### src/rtl/exc_ctrl_if.sv
// Redirect handshake from the exception controller to fetch.
interface exc_ctrl_if #(
  parameter int ADDR_W = 32
) ();
  logic [ADDR_W-1:0] new_pc_o;
  logic              new_pc_valid_o;
  logic              new_pc_ready_i;

  modport master (
    output new_pc_o,
    output new_pc_valid_o,
    input  new_pc_ready_i
  );

  modport slave (
    input  new_pc_o,
    input  new_pc_valid_o,
    output new_pc_ready_i
  );
endinterface

### src/rtl/exc_ctrl.sv
// MEM/WB exception and interrupt controller: trap decision,
// CP0 commit, pipeline flush and fetch redirect.
module exc_ctrl #(
  parameter int          ADDR_W       = 32,
  parameter int          EXC_TYPE_W   = 32,
  parameter logic [31:0] EXC_VECTOR   = 32'h0000_0020,
  parameter int          FLUSH_CYCLES = 2
) (
  input  logic                  clk,
  input  logic                  rst,
  input  logic                  mem_valid_i,
  input  logic [5:0]            mem_flags_i,
  input  logic [ADDR_W-1:0]     mem_pc_i,
  input  logic                  mem_is_slot_i,
  input  logic [31:0]           cp0_status_i,
  input  logic [31:0]           cp0_cause_i,
  input  logic [31:0]           cp0_epc_i,
  input  logic                  wb_cp0_we_i,
  input  logic [4:0]            wb_cp0_waddr_i,
  input  logic [31:0]           wb_cp0_data_i,
  output logic                  exception_en_o,
  output logic                  is_exception_o,
  output logic                  is_interrupt_o,
  output logic [EXC_TYPE_W-1:0] excepttype_o,
  output logic [ADDR_W-1:0]     pc_next_o,
  output logic                  is_slot_o,
  output logic                  flush_o,
  exc_ctrl_if.master            redir
);

  localparam logic [4:0] REG_STATUS = 5'd12;
  localparam logic [4:0] REG_CAUSE  = 5'd13;
  localparam logic [4:0] REG_EPC    = 5'd14;

  localparam logic [4:0] EC_INT  = 5'h00;
  localparam logic [4:0] EC_SYS  = 5'h08;
  localparam logic [4:0] EC_BRK  = 5'h09;
  localparam logic [4:0] EC_RI   = 5'h0a;
  localparam logic [4:0] EC_OV   = 5'h0c;
  localparam logic [4:0] EC_TRAP = 5'h0d;
  localparam logic [4:0] EC_ERET = 5'h0e;

  localparam logic [3:0] FC = 4'(FLUSH_CYCLES);

  typedef enum logic [1:0] {
    IDLE,
    FLUSH,
    REDIRECT
  } state_t;

  state_t state_q;
  state_t state_d;

  logic [3:0]        cnt_q;
  logic [4:0]        code_q;
  logic              int_q;
  logic              slot_q;
  logic [ADDR_W-1:0] pc_next_q;
  logic [ADDR_W-1:0] tgt_q;

  logic [31:0]       fwd_status;
  logic [31:0]       fwd_cause;
  logic [31:0]       fwd_epc;
  logic              int_cond;
  logic              hit;
  logic              is_int_d;
  logic [4:0]        code_d;
  logic [ADDR_W-1:0] pc_next_d;
  logic [ADDR_W-1:0] tgt_d;
  logic              unused_ok;

  // Only the software interrupt bits of Cause are writable by MTC0.
  always_comb begin
    fwd_status = cp0_status_i;
    fwd_cause  = cp0_cause_i;
    fwd_epc    = cp0_epc_i;
    if (wb_cp0_we_i) begin
      if (wb_cp0_waddr_i == REG_STATUS)
        fwd_status = wb_cp0_data_i;
      if (wb_cp0_waddr_i == REG_CAUSE)
        fwd_cause[9:8] = wb_cp0_data_i[9:8];
      if (wb_cp0_waddr_i == REG_EPC)
        fwd_epc = wb_cp0_data_i;
    end
  end

  assign int_cond = mem_valid_i
                  & fwd_status[0]
                  & ~fwd_status[1]
                  & (|(fwd_cause[15:8] & fwd_status[15:8]));

  assign unused_ok = ^{fwd_status[31:16], fwd_status[7:2],
                       fwd_cause[31:16], fwd_cause[7:0]};

  always_comb begin
    hit      = 1'b0;
    is_int_d = 1'b0;
    code_d   = EC_INT;
    if (int_cond) begin
      hit      = 1'b1;
      is_int_d = 1'b1;
    end else if (mem_valid_i) begin
      hit = 1'b1;
      if (mem_flags_i[0])      code_d = EC_RI;
      else if (mem_flags_i[1]) code_d = EC_OV;
      else if (mem_flags_i[2]) code_d = EC_TRAP;
      else if (mem_flags_i[3]) code_d = EC_SYS;
      else if (mem_flags_i[4]) code_d = EC_BRK;
      else if (mem_flags_i[5]) code_d = EC_ERET;
      else                     hit    = 1'b0;
    end
  end

  assign pc_next_d = mem_is_slot_i ? mem_pc_i - ADDR_W'(4)
                                   : mem_pc_i;
  assign tgt_d = (!is_int_d && code_d == EC_ERET)
               ? ADDR_W'(fwd_epc)
               : ADDR_W'(EXC_VECTOR);

  always_ff @(posedge clk) begin
    if (rst) begin
      state_q   <= IDLE;
      cnt_q     <= '0;
      code_q    <= '0;
      int_q     <= 1'b0;
      slot_q    <= 1'b0;
      pc_next_q <= '0;
      tgt_q     <= '0;
    end else begin
      state_q <= state_d;
      unique case (state_q)
        IDLE: begin
          if (hit) begin
            cnt_q     <= FC;
            code_q    <= code_d;
            int_q     <= is_int_d;
            slot_q    <= mem_is_slot_i;
            pc_next_q <= pc_next_d;
            tgt_q     <= tgt_d;
          end
        end
        FLUSH:    cnt_q <= cnt_q - 4'd1;
        REDIRECT: ;
        default:  ;
      endcase
    end
  end

  always_comb begin
    state_d = state_q;
    unique case (state_q)
      IDLE:     if (hit) state_d = FLUSH;
      FLUSH:    if (cnt_q == 4'd1) state_d = REDIRECT;
      REDIRECT: if (redir.new_pc_ready_i) state_d = IDLE;
      default:  state_d = IDLE;
    endcase
  end

  always_comb begin
    exception_en_o       = 1'b0;
    is_exception_o       = 1'b0;
    is_interrupt_o       = 1'b0;
    excepttype_o         = '0;
    pc_next_o            = '0;
    is_slot_o            = 1'b0;
    flush_o              = 1'b0;
    redir.new_pc_o       = '0;
    redir.new_pc_valid_o = 1'b0;
    if (state_q != IDLE) begin
      is_exception_o = ~int_q;
      is_interrupt_o = int_q;
      excepttype_o   = EXC_TYPE_W'(code_q);
      pc_next_o      = pc_next_q;
      is_slot_o      = slot_q;
      redir.new_pc_o = tgt_q;
    end
    if (state_q == FLUSH) begin
      flush_o        = 1'b1;
      exception_en_o = (cnt_q == FC);
    end
    if (state_q == REDIRECT)
      redir.new_pc_valid_o = 1'b1;
  end

endmodule
### src/flat_wrapper.sv
// flat-port wrapper written by rule: the top's interface ports become plain ports
module exc_ctrl_flat 
#(
  parameter int          ADDR_W       = 32,
  parameter int          EXC_TYPE_W   = 32,
  parameter logic [31:0] EXC_VECTOR   = 32'h0000_0020,
  parameter int          FLUSH_CYCLES = 2
)
  (clk, rst, mem_valid_i, mem_flags_i, mem_pc_i, mem_is_slot_i, cp0_status_i, cp0_cause_i, cp0_epc_i, wb_cp0_we_i, wb_cp0_waddr_i, wb_cp0_data_i, exception_en_o, is_exception_o, is_interrupt_o, excepttype_o, pc_next_o, is_slot_o, flush_o, redir_new_pc_o, redir_new_pc_valid_o, redir_new_pc_ready_i);
  exc_ctrl_if #(.ADDR_W(ADDR_W)) redir_i ();
  input  logic clk;
  input  logic rst;
  input  logic mem_valid_i;
  input  logic [5:0] mem_flags_i;
  input  logic [ADDR_W-1:0] mem_pc_i;
  input  logic mem_is_slot_i;
  input  logic [31:0] cp0_status_i;
  input  logic [31:0] cp0_cause_i;
  input  logic [31:0] cp0_epc_i;
  input  logic wb_cp0_we_i;
  input  logic [4:0] wb_cp0_waddr_i;
  input  logic [31:0] wb_cp0_data_i;
  output logic exception_en_o;
  output logic is_exception_o;
  output logic is_interrupt_o;
  output logic [EXC_TYPE_W-1:0] excepttype_o;
  output logic [ADDR_W-1:0] pc_next_o;
  output logic is_slot_o;
  output logic flush_o;
  output wire logic [$bits(redir_i.new_pc_o)-1:0] redir_new_pc_o;
  output wire logic [$bits(redir_i.new_pc_valid_o)-1:0] redir_new_pc_valid_o;
  input wire logic [$bits(redir_i.new_pc_ready_i)-1:0] redir_new_pc_ready_i;
  assign redir_new_pc_o = redir_i.new_pc_o;
  assign redir_new_pc_valid_o = redir_i.new_pc_valid_o;
  assign redir_i.new_pc_ready_i = redir_new_pc_ready_i;
  exc_ctrl #(.ADDR_W(ADDR_W), .EXC_TYPE_W(EXC_TYPE_W), .EXC_VECTOR(EXC_VECTOR), .FLUSH_CYCLES(FLUSH_CYCLES)) u_core (.clk(clk), .rst(rst), .mem_valid_i(mem_valid_i), .mem_flags_i(mem_flags_i), .mem_pc_i(mem_pc_i), .mem_is_slot_i(mem_is_slot_i), .cp0_status_i(cp0_status_i), .cp0_cause_i(cp0_cause_i), .cp0_epc_i(cp0_epc_i), .wb_cp0_we_i(wb_cp0_we_i), .wb_cp0_waddr_i(wb_cp0_waddr_i), .wb_cp0_data_i(wb_cp0_data_i), .exception_en_o(exception_en_o), .is_exception_o(is_exception_o), .is_interrupt_o(is_interrupt_o), .excepttype_o(excepttype_o), .pc_next_o(pc_next_o), .is_slot_o(is_slot_o), .flush_o(flush_o), .redir(redir_i));
endmodule
### config.mk
export PLATFORM = sky130hd
export DESIGN_NAME = exc_ctrl_flat
export DESIGN_NICKNAME = d
export VERILOG_FILES = /design/src/rtl/exc_ctrl_if.sv /design/src/rtl/exc_ctrl.sv /design/src/flat_wrapper.sv
export SDC_FILE = /design/constraint.sdc
export NUM_CORES = 1
export LEC_CHECK = 0
export ABC_AREA = 0
export CORE_ASPECT_RATIO = 1.4
export CORE_MARGIN = 1
export CORE_UTILIZATION = 30
export CTS_CLUSTER_SIZE = 14
export DETAILED_ROUTE_END_ITERATION = 10
export GPL_TIMING_DRIVEN = 0
export SYNTH_ARGS = -nofsm -noshare
export SYNTH_HDL_FRONTEND = slang
export SYNTH_SLANG_ARGS = --single-unit
### constraint.sdc
create_clock -name clk -period 2.7 [get_ports clk]
set_input_delay 0.27 -clock clk [delete_from_list [all_inputs] [get_ports clk]]
set_output_delay 0.27 -clock clk [all_outputs]
set_load 0.02 [all_outputs]
==> out/qor.csv, run 1 <==
stage,metric,value,unit
status,outcome,"complete, but fails checks",
status,violations,design-rule violations,
pwr,power,0.00322,W
sta,hold_violations,0,
worst_setup_path,required,2.90,ns
cts,postCtsHoldBufs,0,
global_routing,antenna_found_initial,0,
sta,finalCriticalPeriod,2.58,ns
global_routing,first_global_vias,5249,
cts,clockBufferDepth,2,
worst_setup_path,start_kind,input pin,
sta,hold_ws,0.301,ns
logic_synthesis,syn_area,5210,um2
routing,postRouteAntennaNets,0,
final_layout,fin_nets,1056,
logic_synthesis,synth_area_leaders,"dfxtp_1 (29%), mux2_2 (7.1%), nand2_1 (6.9%), o32ai_2 (6.2%), a211oi_1 (6.0%)",
cts,clk_pin_slew,0.06,ns
sta,final-setup-viol-count,0,
pwr,power-per-cell-area,399,nW/um2
worst_hold_path,hp-class,input pin to flop,
placed_design,dp.final_hpwl,14000,um
global_routing,overflow,0,
sta,max-slew-margin-rel,0.521,
cts,numCtsBuffers,9,
routing,drc,2,
routing,firstDrtPassIters,11,
worst_setup_path,path_class,input pin to flop,
die,start_util,0.309,
routing,wl_per_cell,15.9,um
die,die_h,158,um
final_layout,syn_to_final_growth,54.6,%
die,chipWidth,113,um
sta,fmax,0.388,GHz
global_routing,gr-usage-all-layers,0.195,
global_routing,grt_pass1_wl,26900,um
logic_synthesis,synth_area_leader_cell,dfxtp_1,
logic_synthesis,synthCells,626,
final_layout,final_common_cell,clkdlybuf4s50_1,
final_layout,antenna_cells,0,
final_layout,drive_above_1_share,0.161,
logic_synthesis,seq_area_frac_synth,0.292,
logic_synthesis,synth_edf_count,0,
sta,finalSetupTns,0,ns
worst_setup_path,crit_arrival,2.78,ns
pwr,leakagePower,2.98,nW
placed_design,portBuffers,203,
worst_setup_path,critical_path.endpoint_type,flop,
routing,routed_via_density,4.72,
sta,worst_slew_pin_slew,0.719,ns
routing,wirelength,17700,um
die,core,16900,um2
cts,cts_tree,yes,
logic_synthesis,yosysUniqueCellTypes,58,
logic_synthesis,synth_area_per_cell,8.33,um2
sta,period_share,0.955,
logic_synthesis,synth_seq_cells,76,
die,pin_count,279,
worst_setup_path,worst-path-max-fanout,10,
die,rows,56,
sta,fin_skew,0.00733,ns
routing,vias,5253,
final_layout,most-common-layout-cells,"clkdlybuf4s50_1 (202), nand2_1 (96), dfxtp_1 (76)",
cts,clock_sinks,76,
routing,drtIter0Drc,130,
placed_design,globalplace.congestion,0.772,
sta,slew_viol_final,0,
global_routing,grt_max_degree,14,
logic_synthesis,async_flop_share,0,
logic_synthesis,yosysTopAreaCellShare,0.292,
cts,insertion_delay,0.34,ns
logic_synthesis,ys.flop_type,dfxtp_1,
die,die_area,17900,um2
logic_synthesis,ys_warn_count,0,
pwr,ir_worst_vdd,0.000240,V
cts,htreeDepth,3,
cts,root_buffer,clkbuf_16,
job,max_cap_violations,0,
[worst max-delay path, cell delays in order]
cell and delay (ns):
clkdlybuf4s50_1 0.49, nand4b_1 0.18, buf_4 0.20, nor3b_1 0.52, clkbuf_1 0.53, mux2_2 0.42
nand2_1 0.08, o32ai_2 0.07
[area by class of cell]
cell class | count | area (um2)
Inverter | 33 | 124
Buffer | 76 | 458
Clock inverter | 6 | 41.3
Sequential cell | 76 | 1520
Clock buffer | 10 | 229
Tap cell | 232 | 290
Fill cell | 1724 | 8830
Multi-Input combinational cell | 467 | 3270
Timing Repair Buffer | 212 | 2120
[Yosys cell counts, drive strengths merged, types with 3 or more instances]
| cell type | number |
|---|---|
| ha | 4 |
| nor2 | 42 |
| o211ai | 8 |
| nor2b | 49 |
| inv | 33 |
| buf | 44 |
| nand2 | 96 |
| or4 | 6 |
| nand3b | 6 |
| mux2 | 33 |
| xor2 | 3 |
| nor4 | 6 |
| clkbuf | 33 |
| nand3 | 7 |
| nor3 | 9 |
| o21ai | 6 |
| o32ai | 33 |
| o211a | 8 |
| nand4b | 5 |
| a211oi | 42 |
| a31oi | 4 |
| mux2i | 10 |
| xnor2 | 28 |
| dfxtp | 76 |
| a21oi | 6 |
| and3 | 3 |
[registers in the layout (all words and copies together), names as in the netlist]
register / flops
u_core.cnt_q: 4
u_core.pc_next_q: 32
u_core.slot_q: 1
u_core.tgt_q: 32
u_core.code_q: 4
u_core.state_q: 2
u_core.int_q: 1
[metal layers]
layer,track usage,up-vias,share of wire
met5,0,-,0
met4,0.0551,0,0.013
met3,0.0413,17,0.065
met2,0.386,189,0.53
met1,0.204,2398,0.39
li1,-,2649,-
[kinds of logic (layout without fill, tap and decap cells)]
logic type               count (synthesis)  after routing  synth area share
AND/OR/NAND/NOR                        241            241             0.236
AO/OA/AOI/OAI                          120            120             0.213
buffers and inverters                  110            337             0.107
flip-flops                              76             76             0.292
multiplexers                            43             43            0.0905
XOR/XNOR                                31             31            0.0521
adder cells (fa/ha/maj)                  4              4           0.00960
other                                    1             28          0.000719
[power breakdown]
group | internal, W | switching [W] | total (W)
combinational | 0.000438 | 0.000457 | 0.000894
sequential | 0.00118 | 0.0000266 | 0.00121
clock | 0.000621 | 0.000493 | 0.00111
total | 0.00224 | 0.000976 | 0.00322
[per-stage QoR]
step / cell area, um2 / std cells / setup WS, ns / util
after floorplan: 5310 / 653 / 0.297 / -
after global placement: 7640 / 1088 / -0.629 / 0.452
after detailed placement: 7640 / 1088 / -0.627 / 0.452
after CTS: 7970 / 1108 / 0.00466 / 0.472
after global routing: 8060 / 1112 / -0.00131 / 0.477
final: 8060 / 1112 / 0.121 / 0.477
[what timing repair did]
action | 4_1_cts | 5_1_grt
setup buffers | 4 | 4
endpoints found under the setup margin | 125 | 87
pin swaps | 3 | 5
cloned | 0 | 1
gates resized for setup | 13 | 17
[final timing paths]
kind	startpoint	end	slack (ns)	cells past startpoint
min reg2reg	u_core.pc_next_q[1]	u_core.pc_next_q[1]	0.46	2
max	wb_cp0_waddr_i[3]	u_core.tgt_q[7]	0.12	8
min	mem_is_slot_i	u_core.slot_q	0.30	3
max reg2reg	u_core.state_q[0]	u_core.tgt_q[11]	0.80	6
Power figures use the tool's default switching activity.
==> run 2: changes to the inputs <==
--- a/config.mk
+++ b/config.mk
@@ -5,7 +5,7 @@
 export SDC_FILE = /design/constraint.sdc
 export NUM_CORES = 1
 export LEC_CHECK = 0
-export ABC_AREA = 0
+export ABC_AREA = 1
 export CORE_ASPECT_RATIO = 1.4
 export CORE_MARGIN = 1
 export CORE_UTILIZATION = 30
==> out/qor.csv, run 2 <==
stage,metric,value,unit
final_layout,fillCellCount,1919,
worst_setup_path,startpoint,u_core.state_q[0],
logic_synthesis,synth_area_leaders,"dfxtp_1 (28%), nor2_1 (15%), inv_1 (12%), nand2_1 (8.3%), o21ai_0 (5.3%)",
job,max_cap_violations,0,
die,pin_count,279,
pwr,power_frac_comb,0.349,
cts,post_cts_resized,0,
logic_synthesis,synth_area_per_cell,6.11,um2
die,die_area,18700,um2
routing,routed_via_density,4.33,
global_routing,overflow,0,
worst_setup_path,cpPeakStageDelay,0.59,ns
pwr,switchingPower,0.00130,W
logic_synthesis,synthCells,891,
final_layout,reg_top3,"u_core.pc_next_q: 32 flops, u_core.tgt_q: 32 flops",
cts,clockBufferDepth,2,
cts,numCtsBuffers,9,
final_layout,fin_nets,1313,
pwr,p_seq_frac,0.344,
final_layout,seq_area,1520,um2
pwr,internal_power,0.00259,W
worst_setup_path,path_class,flop to output port,
routing,wirelength,18500,um
sta,finalSetupTns,0,ns
worst_setup_path,r2r-end,u_core.slot_q,
die,die_h,161,um
sta,grt_setup_unrepaired,false,
global_routing,grt_max_degree,13,
worst_setup_path,cp_top_family,buffers and inverters,
worst_setup_path,critical_path.endpoint_type,output port,
logic_synthesis,synth_area_leader_cell,dfxtp_1,
logic_synthesis,ys.flop_type,dfxtp_1,
routing,drc,0,
worst_setup_path,worst-path-max-fanout,10,
global_routing,grt_pass1_wl,28700,um
cts,root_buffer,clkbuf_16,
die,rows,57,
status,outcome,finished clean,
logic_synthesis,seq_area_frac_synth,0.279,
worst_hold_path,hp-class,input pin to flop,
routing,postRouteAntennaNets,0,
cts,cts_tree,yes,
pwr,ir_worst_vdd,0.000232,V
worst_setup_path,required,2.43,ns
routing,drtIter0Drc,222,
worst_setup_path,start_kind,flop,
pwr,swShare,0.334,
logic_synthesis,synth_edf_count,0,
logic_synthesis,synth_commonest_cells,"nor2_1 (222), inv_1 (173), nand2_1 (121), dfxtp_1 (76), o21ai_0 (58)",
routing,wl_per_cell,13.5,um
sta,final-setup-viol-count,0,
routing,vias,5946,
pwr,leakagePower,3.71,nW
logic_synthesis,synth.most_common_cell,nor2_1,
worst_setup_path,cp_slowest_cell,clkdlybuf4s50_1,
logic_synthesis,async_flop_share,0,
pwr,power,0.00389,W
worst_setup_path,cp_cell_sequence,"nor2_4, clkbuf_1, nor2_1, clkdlybuf4s50_1",
cts,clock_sinks,76,
die,chipWidth,116,um
worst_setup_path,cp-endpoint,redir_new_pc_o[26],
final_layout,most-common-layout-cells,"nor2_1 (222), clkdlybuf4s50_1 (203), inv_1 (173)",
sta,fin_skew,0.00862,ns
final_layout,postLayoutCoreUtil,0.465,
cts,post-cts-setup-buffers,0,
sta,slew_viol_final,0,
pwr,power_frac_clock,0.307,
worst_setup_path,rr_worst_depth,10,
logic_synthesis,syn_area,5450,um2
routing,firstDrtPassIters,5,
final_layout,antenna_cells,0,
placed_design,portBuffers,203,
die,start_util,0.310,
die,core,17500,um2
cts,insertion_delay,0.33,ns
final_layout,multi_input_area,2940,um2
cts,clk_pin_slew,0.06,ns
worst_setup_path,crit_arrival,2.30,ns
worst_setup_path,timing.rr.start,u_core.state_q[0],
global_routing,first_global_vias,5799,
final_layout,drive_above_1_share,0.0907,
global_routing,gr-usage-all-layers,0.199,
sta,hold_violations,0,
sta,fmax,0.390,GHz
sta,finalCriticalPeriod,2.57,ns
cts,postCtsHoldBufs,0,
placed_design,globalplace.congestion,0.955,
logic_synthesis,synth_seq_cells,76,
logic_synthesis,ys_warn_count,0,
placed_design,post-place-ws,0.0696,ns
cts,htreeDepth,3,
sta,layout_setup_ws,0.134,ns
logic_synthesis,yosysUniqueCellTypes,39,
worst_setup_path,cp.depth,4,
final_layout,final_common_cell,nor2_1,
logic_synthesis,yosysTopAreaCellShare,0.279,
sta,worst_slew_pin_slew,0.734,ns
worst_setup_path,crit_buf_inv,2,
placed_design,dp.final_hpwl,15000,um
worst_setup_path,r2r_setup_slack,0.61,ns
global_routing,antenna_found_initial,0,
pwr,power-per-cell-area,476,nW/um2
sta,max-slew-margin-rel,0.508,
final_layout,syn_to_final_growth,49.9,%
sta,period_share,0.950,
-- run 2: worst min-delay path: stages --
cell and delay [ns]:
buf_2 0.15, xor2_1 0.08, nor2_1 0.11, nor2_1 0.05
-- run 2: stage by stage --
| step | hold WS (ns) | cells | instance area (um2) |
|---|---|---|---|
| after CTS | 0.370 | 1372 | 8170 |
| after global routing | 0.419 | 1372 | 8170 |
| after global placement | 0.464 | 1357 | 7880 |
| after floorplan | 0.339 | 918 | 5550 |
| after detailed placement | 0.473 | 1357 | 7880 |
| final | 0.389 | 1372 | 8170 |
-- run 2: cells by family (layout without fill, tap and decap cells) --
group / Yosys count / count (layout) / share of synthesized area
simple gates: 434 / 434 / 0.341
buf+inv: 245 / 463 / 0.200
compound gates: 80 / 80 / 0.0777
flops: 76 / 76 / 0.279
xor+xnor: 28 / 28 / 0.0450
mux: 23 / 23 / 0.0476
fa+ha+maj: 4 / 4 / 0.00919
other cells: 1 / 28 / 0.000689
-- run 2: cell type report --
cell class	count	area share
repair buffers	203	0.249
multi-input cells	597	0.360
plain buffers	70	0.0529
clock buffers	10	0.0293
well taps	236	0.0362
clock inverters	5	0.00643
inverters	175	0.0804
flip-flops and latches	76	0.186
-- run 2: power groups by stage --
stage                     clock network, W  logic (W)  registers (W)
after floorplan                          0   0.000795        0.00134
after global placement                   0    0.00137        0.00136
after detailed placement                 0    0.00137        0.00136
after CTS                          0.00124    0.00138        0.00134
after global routing               0.00128    0.00151        0.00136
final                              0.00119    0.00136        0.00134
-- run 2: worst min path at each step --
stage | from | end | slack (ns) | cells past startpoint
after floorplan | rst | u_core.cnt_q[3] | 0.34 | 1
after CTS | mem_is_slot_i | u_core.pc_next_q[2] | 0.37 | 4
after global routing | mem_is_slot_i | u_core.pc_next_q[4] | 0.42 | 6
after detailed placement | u_core.slot_q | u_core.slot_q | 0.47 | 2
final | mem_is_slot_i | u_core.pc_next_q[2] | 0.39 | 4
after global placement | u_core.pc_next_q[13] | u_core.pc_next_q[13] | 0.46 | 2
-- run 2: per-layer routing --
| layer | global-route usage | routed length (um) | part of all wire |
|---|---|---|---|
| met1 | 0.214 | 7220 | 0.39 |
| met2 | 0.381 | 9640 | 0.52 |
| met3 | 0.0390 | 1300 | 0.070 |
| met4 | 0.0618 | 312 | 0.017 |
| met5 | 0 | 0 | 0 |
==> run 3: changes to the inputs <==
==> constraint.sdc (replaced) <==
create_clock -name clk -period 2.8 [get_ports clk]
set_input_delay 0.28 -clock clk [delete_from_list [all_inputs] [get_ports clk]]
set_output_delay 0.28 -clock clk [all_outputs]
set_load 0.02 [all_outputs]
==> results of run 3 <==
Same layout as run 2 (identical final DEF). Status: finished clean.
Among the figures that moved: setup slack after placement 0.0696 ns -> 0.160 ns; setup slack after layout 0.134 ns -> 0.224 ns; hold slack 0.389 ns -> 0.399 ns; register-to-register setup slack 0.61 ns -> 0.71 ns; total power 0.00389 W -> 0.00375 W; worst IR drop on VDD 0.000232 V -> 0.000224 V
